[config.mk]
export PLATFORM = sky130hd
export DESIGN_NAME = fan_pwm_ramp_ctrl
export DESIGN_NICKNAME = d
export VERILOG_FILES = /design/src/rtl/fan_pwm_ramp_ctrl.sv
export SDC_FILE = /design/constraint.sdc
export NUM_CORES = 1
export LEC_CHECK = 0
export CORE_UTILIZATION = 55
export DETAILED_ROUTE_END_ITERATION = 8
export GPL_ROUTABILITY_DRIVEN = 0
export PLACE_DENSITY = 0.86
export SLEW_MARGIN = 0
export SYNTH_ARGS = -nofsm -noshare
export SYNTH_HDL_FRONTEND = slang
export SYNTH_SLANG_ARGS = --single-unit
[constraint.sdc]
create_clock -name clk -period 9.1 [get_ports clk]
set_clock_uncertainty 0.2 [all_clocks]
set_input_delay 1.365 -clock clk [delete_from_list [all_inputs] [get_ports clk]]
set_output_delay 1.365 -clock clk [all_outputs]
set_load 0.02 [all_outputs]
[src/rtl/fan_pwm_ramp_ctrl.sv]
// fan_pwm_ramp_ctrl
//   Multi-level fan speed controller with soft-start/soft-stop duty ramping
//   and an internal PWM generator.
//
// Ports
//   clk        system clock, all state on rising edge
//   reset_n    asynchronous active-low reset
//   step       pulse: advance one level (ring wrap back to idle)
//   load       pulse: load level_in (clamped to LEVELS-1), wins over step
//   level_in   requested level for load
//   set_idle   level-sensitive: force level 0 and stop immediately
//   fan_en     level-sensitive: 0 forces level 0 and stops immediately
//   level      current speed level
//   target     target duty for the current level
//   duty       current ramped duty
//   running    level != 0
//   ramp_busy  duty != target
//   pwm        registered fan PWM output
module fan_pwm_ramp_ctrl #(
  parameter int SYS_FREQ  = 125,
  parameter int N         = 12,
  parameter int LEVELS    = 8,
  parameter int PWM_FREQ  = 200,
  parameter int RAMP_STEP = 64,
  parameter int RAMP_MS   = 1,
  localparam int LW       = $clog2(LEVELS)
) (
  input  logic          clk,
  input  logic          reset_n,
  input  logic          step,
  input  logic          load,
  input  logic [LW-1:0] level_in,
  input  logic          set_idle,
  input  logic          fan_en,
  output logic [LW-1:0] level,
  output logic [N-1:0]  target,
  output logic [N-1:0]  duty,
  output logic          running,
  output logic          ramp_busy,
  output logic          pwm
);

  localparam int TICK_DIV = SYS_FREQ * 1000 * RAMP_MS;
  localparam int PSW      = (TICK_DIV > 1) ? $clog2(TICK_DIV) : 1;
  localparam int P        = (SYS_FREQ * 1_000_000) / PWM_FREQ;
  localparam int CW       = (P > 1) ? $clog2(P) : 1;
  localparam int TW       = LW + N;
  localparam int MW       = N + CW;
  localparam int DW       = N + 1;
  localparam int FULL_I   = (1 << N) - 1;

  localparam logic [N-1:0]  FULL    = '1;
  localparam logic [LW-1:0] LVL_MAX = LW'(LEVELS - 1);

  logic           force_stop;
  logic [LW-1:0]  level_next;
  logic [TW-1:0]  tgt_prod;
  logic [TW-1:0]  tgt_quot;
  logic [PSW-1:0] pre;
  logic           tick;
  logic [DW-1:0]  inc;
  logic [DW-1:0]  dec;
  logic [N-1:0]   duty_next;
  logic [CW-1:0]  cnt;
  logic [CW-1:0]  compare;
  logic [N-1:0]   duty_lat;
  logic [MW-1:0]  cmp_prod;

  assign force_stop = !fan_en | set_idle;
  assign tick       = (pre == PSW'(TICK_DIV - 1));
  assign running    = |level;
  assign ramp_busy  = (duty != target);

  // Floored level * full-scale / (LEVELS-1); the divisor is a constant.
  assign tgt_prod = TW'(level) * TW'(FULL_I);
  assign tgt_quot = tgt_prod / TW'(LEVELS - 1);

  // One extra bit so the ramp cannot wrap at either end; dec[N] flags
  // an underflow below zero.
  assign inc = {1'b0, duty} + DW'(RAMP_STEP);
  assign dec = {1'b0, duty} - DW'(RAMP_STEP);

  assign cmp_prod = MW'(duty) * MW'(P);

  always_comb begin
    level_next = level;
    if (force_stop)
      level_next = '0;
    else if (load)
      level_next = (level_in > LVL_MAX) ? LVL_MAX : level_in;
    else if (step)
      level_next = (level == LVL_MAX) ? '0 : level + LW'(1);
  end

  always_comb begin
    duty_next = duty;
    if (force_stop) begin
      duty_next = '0;
    end else if (tick) begin
      if (duty < target)
        duty_next = (inc > {1'b0, target}) ? target : inc[N-1:0];
      else if (duty > target)
        duty_next = (dec[N] || (dec[N-1:0] < target)) ? target : dec[N-1:0];
    end
  end

  always_ff @(posedge clk or negedge reset_n) begin
    if (!reset_n) begin
      level  <= '0;
      target <= '0;
      duty   <= '0;
      pre    <= '0;
    end else begin
      level  <= level_next;
      target <= tgt_quot[N-1:0];
      duty   <= duty_next;
      pre    <= tick ? '0 : pre + PSW'(1);
    end
  end

  // Compare and its source duty are only reloaded at period start so a
  // period is never cut short; emergency stop bypasses that.
  always_ff @(posedge clk or negedge reset_n) begin
    if (!reset_n) begin
      cnt      <= '0;
      compare  <= '0;
      duty_lat <= '0;
      pwm      <= 1'b0;
    end else begin
      cnt <= (cnt == CW'(P - 1)) ? '0 : cnt + CW'(1);
      pwm <= (duty_lat == FULL) | (cnt < compare);
      if (force_stop) begin
        compare  <= '0;
        duty_lat <= '0;
      end else if (cnt == '0) begin
        compare  <= cmp_prod[MW-1:N];
        duty_lat <= duty;
      end
    end
  end

endmodule
# Word level (Yosys, flattened, before mapping)
# Index checks and enable logic that the tools add are counted.
# totals
word_cells,55
output_inout_bits,30
regBits,97
ram_bits,0
romBits,0
latch_bits,0
inputBits,9
mem_count,0
# classes
shifts,0
n_reduce_logical,9
mux,17
order_cmp,6
eq_ne,5
addsub,5
bitwise,2
div_mod_pow,1
mul,2
# op_table
op,n
12-bit 2-to-1 mux,8
20-bit 2-to-1 mux,3
"12-bit by 17-bit multiplier with 29-bit output, second input constant",1
12-bit less-than comparator,2
"20-bit by 1-bit adder with 20-bit output, second input constant",1
"20-bit == test, second input constant",1
20-bit zero test,1
20-bit less-than comparator,1
"17-bit by 1-bit adder with 17-bit output, second input constant",1
"17-bit == test, second input constant",1
17-bit 2-to-1 mux,1
"15-bit by 3-bit divider with 15-bit output, second input constant",1
"3-bit by 12-bit multiplier with 15-bit output, second input constant",1
3-bit 2-to-1 mux,5
"12-bit by 7-bit adder with 13-bit output, second input constant",1
13-bit by 12-bit > comparator with 1-bit output,1
"12-bit by 7-bit subtractor with 13-bit output, second input constant",1
"12-bit == test, second input constant",1
12-bit > comparator,1
12-bit inequality test,1
3-bit nonzero test,2
2-bit nonzero test,2
"3-bit by 1-bit adder with 3-bit output, second input constant",1
"3-bit == test, second input constant",1
6 further kinds,7

# Depth between registers and ports, before layout
# depth
ltp_word,8
mapped_depth,21

# Least setup slack after synthesis
# OpenSTA, ideal clock, no wires.
# synth_timing
kind,register -> register
startpoint,register duty[10]
endpoint,register compare[16]
t_required_ps,8784
setup_time_ps,116
path_stages_with_launch,20
arrival_ps,5065
path_slack_ps,3719
path_cell_list,dfrtp_1 clkbuf_1 inv_1 ha_1 fa_1 fa_1 inv_1 fa_1 inv_1 fa_1 ha_1 nand2_1 inv_1 nand2_1 a21oi_1 o21ai_0 a21boi_1 a211oi_1 or4_1 o311ai_0
# synth_via
elab_chain_len,3
# synth_rtl
element,line_no,source
"start, declared",37,"output logic [N-1:0] duty,"
"start signal, assigned",116,duty <= duty_next;
12-bit by 17-bit multiplier with 29-bit output,83,assign cmp_prod = MW'(duty) * MW'(P);
20-bit 2-to-1 mux,135,end else if (cnt == '0) begin
20-bit 2-to-1 mux,132,if (force_stop) begin
"end signal, assigned",136,compare <= cmp_prod[MW-1:N];
"end, declared",65,logic [CW-1:0] compare;
# No other way between the ends. The select of a mux whose other input is x is not followed.
# A chain may end at the register's enable or synchronous reset.

# Worst setup path after layout
# layout_timing
startpoint,register duty[6]
endpoint,register compare[16]
# The elaborated chain is that of the path after synthesis.

==> results.sh <==
export IMPL_end_kind="flip-flop"
export IMPL_grt_util_met1=0.345
export IMPL_initial_utilization=0.567
export IMPL_cpPeakStageDelay_ns=0.78
export IMPL_tns_ns=0
export IMPL_fin_nets=1082
export IMPL_via_per_inst=5.73
export IMPL_ctsResizeCount=0
export IMPL_synth_top_family_by_area="adder cells"
export IMPL_seq_area_frac_synth=0.259
export IMPL_netlist_instances=864
export IMPL_pre_cts_ws_ns=3.22
export IMPL_ys_types=57
export IMPL_fin_crit_sh=0.651
export IMPL_setup_slack_ns=3.18
export IMPL_hpwl_um=13100
export IMPL_cp_top_family="adder cells"
export IMPL_hold_viol_final=0
export IMPL_synth_simple_gate_area_frac=0.147
export IMPL_die_w_um=122
export IMPL_layout_commonest_cell="ha_1"
export IMPL_finalSetupViolations=0
export IMPL_dr_pass1_iters=5
export IMPL_setup_worst_path_start_class="flip-flop"
export IMPL_min_path_type="reg -> reg"
export IMPL_crit_chain="inv_1 > ha_1 > ha_1 > inv_1 > fa_1 > inv_1 > fa_1 > inv_1 > fa_1 > inv_1 > ha_1 > nand2_1 > nor2_1 > nand4_1 > a21oi_1 > o21ai_0 > a21boi_1 > a211oi_1 > or4_1 > o311ai_0"
export IMPL_whs_ns=0.276
export IMPL_slowest_stage="dfrtp_1"
export IMPL_worstSetupPathType="reg -> reg"
export IMPL_synth_warnings=0
export IMPL_area_growth_syn_to_layout_pct=10.2
export IMPL_clk_pin_slew_ns=0.06
export IMPL_clock_power_share=0.494
export IMPL_post_route_drc_count=0
export IMPL_dieArea_um2=14900
export IMPL_wire_per_inst_um=16.2
export IMPL_drv_slew=0
export IMPL_crit_top_cell="inv_1"
export IMPL_max_freq_mhz=169
export IMPL_syn_num_nets=1058
export IMPL_cellInternalPower_mw=0.652
export IMPL_pwr_density_cell_nw_per_um2=95.0
export IMPL_switching_power_mw=0.178
export IMPL_grt_max_degree=63
export IMPL_async_reset_ff_frac=1.00
export IMPL_cts_hold_buf=0
export IMPL_final_util=0.624
export IMPL_grt_setup_unrepaired="no"
export IMPL_busiest_layer="met2"
export IMPL_cp_data_arrival_time_ns=5.94
export IMPL_grt_pass1_vias=6189
export IMPL_antenna_found_initial=0
export IMPL_outcome="completed"
export IMPL_clockBufferDepth=2
export IMPL_clock_root_buffer="clkbuf_16"
export IMPL_grt_pass1_wl_um=29800
export IMPL_synthXorXnorAreaFrac=0.0597
export IMPL_p_seq_frac=0.443
export IMPL_layout_drive_gt1_share=0.0336
export IMPL_muxShareOfSynthArea=0.00758
export IMPL_clk_latency_ns=0.34
export IMPL_vias=6145
export IMPL_die_h_um=122
export IMPL_rr_startpoint="duty[6]"
export IMPL_power_leakage_nw=4.59
export IMPL_postCtsSetupRepairBufs=0
export IMPL_switching_share=0.214
export IMPL_n_antenna_cell=0
export IMPL_htreeDepth=3
export IMPL_maxCapViolCount=0
export IMPL_cp_required_ns=9.12
export IMPL_tightestPinTransition_ns=1.02
export IMPL_worst_path_buf_inv=5
export IMPL_met3_usage=0.0403
export IMPL_power_frac_comb=0.063
export IMPL_synth_avg_cell_area_um2=9.17
export IMPL_ys_flop_type="dfrtp_1"
export IMPL_cts_sinks=82
export IMPL_grt_use_total=0.253
export IMPL_min_from="level[2]"
export IMPL_placementRows=43
export IMPL_drtAntennaViolNets=0
export IMPL_cts_tree="built"
export IMPL_core_um2=14000
export IMPL_synth_compound_area_frac=0.114
export IMPL_synth_area_um2=7930
export IMPL_ys_ff_latch=82
export IMPL_min_period_ns=5.92
export IMPL_met2_usage=0.409
export IMPL_peakVddDrop_mv=0.0772
export IMPL_portBuffers=38
export IMPL_ios=39
export IMPL_cts_inserted_buffers=9
export IMPL_cp_max_fo=16
export IMPL_routed_wl_um=17400
export IMPL_cp_startpoint="duty[6]"
export IMPL_relSlewSlack=0.315
export IMPL_drt_iter0_markers=428
export IMPL_synth_edf_count=0
export IMPL_synth_fa_ha_area_frac=0.329
export IMPL_grt_ovfl_total=0
export IMPL_most_common_layout_cells="ha_1, inv_1, dfrtp_1, nand2_1, nor2_1"
==> power by group through the flow <==
stage	Combinational [mW]	Clock (mW)	Sequential, mW
after floorplan	0.0271	0	0.375
after global placement	0.0501	0	0.374
after detailed placement	0.0510	0	0.374
after CTS	0.0518	0.414	0.368
after global routing	0.0572	0.432	0.368
final	0.0519	0.410	0.368
==> path summary, 6_finish.rpt <==
path	depth (start not counted)	to	slack, ns
worst min-delay path	0	target[8]	0.28
worst max-delay path	20	compare[16]	3.18
worst max register to register	20	compare[16]	3.18
worst min register to register	0	target[8]	0.28
max in group asynchronous	2	compare[10]	6.95
min in group asynchronous	1	cnt[4]	0.70
==> per-stage QoR <==
step / cells / area, um^2 / power [mW]
after floorplan: 864 / 7930 / 0.402
after global placement: 1057 / 8400 / 0.424
after detailed placement: 1057 / 8400 / 0.425
after CTS: 1072 / 8730 / 0.833
after global routing: 1072 / 8730 / 0.856
final: 1072 / 8730 / 0.829
==> kinds of logic (layout without fill, tap and decap cells) <==
group / Yosys count / after routing
AND/OR/NAND/NOR: 236 / 236
adder cells (fa/ha/maj): 185 / 185
buffers and inverters: 161 / 189
AO/OA/AOI/OAI: 140 / 140
flip-flops: 82 / 82
XOR/XNOR: 54 / 54
multiplexers: 6 / 6
==> synthesized netlist by cell type (2+ instances only) <==
library cell | number | share of area
and2b_2 | 2 | 0.0022
a21boi_0 | 3 | 0.0028
o21bai_1 | 2 | 0.0019
xor2_1 | 27 | 0.030
o22ai_1 | 4 | 0.0032
nor3b_1 | 2 | 0.0019
nand3_1 | 31 | 0.020
nand2b_1 | 5 | 0.0039
or4_1 | 5 | 0.0047
o21ai_0 | 14 | 0.0088
nor2_1 | 52 | 0.025
a21o_1 | 29 | 0.027
buf_6 | 2 | 0.0028
o311ai_0 | 5 | 0.0055
or3_1 | 3 | 0.0024
fa_1 | 39 | 0.099
and4_1 | 2 | 0.0022
a31oi_1 | 5 | 0.0039
nor2b_1 | 5 | 0.0039
inv_1 | 132 | 0.063
o211ai_1 | 3 | 0.0028
mux2i_1 | 6 | 0.0076
a211oi_1 | 3 | 0.0028
a21oi_1 | 50 | 0.032
buf_4 | 12 | 0.011
a221o_1 | 2 | 0.0025
dfrtp_1 | 82 | 0.26
nand4_1 | 18 | 0.014
nand2_1 | 74 | 0.035
nor4_1 | 4 | 0.0032
o21a_1 | 3 | 0.0028
or2_2 | 3 | 0.0024
and2_1 | 2 | 0.0016
xnor2_1 | 27 | 0.030
ha_1 | 146 | 0.23
clkbuf_1 | 15 | 0.0071
o31ai_1 | 5 | 0.0047
and3_1 | 11 | 0.0087
nor3_1 | 10 | 0.0063
nor4b_1 | 2 | 0.0022
==> final cells by class <==
type,instances,area [um^2]
tap,180,225
multi-input combinational,621,5220
inverter,132,495
timing repair buffer,42,408
fill,1121,5260
clock inverter,5,104
clock buffer,10,229
sequential,82,2050
==> flip-flops by register name, summed over array words and instances, names as in the netlist <==
signal    cells
duty          9
pwm           1
pre          17
compare      20
cnt          20
target        3
level         3
duty_lat      9
==> layer usage <==
layer	part of all wire	wire [um]	vias to the layer above
li1	-	-	2965
met1	0.46	8020	2962
met2	0.47	8260	185
met3	0.045	788	33
met4	0.020	344	0
met5	0	0	-
Note: power is estimated with default switching activity, not from simulation.
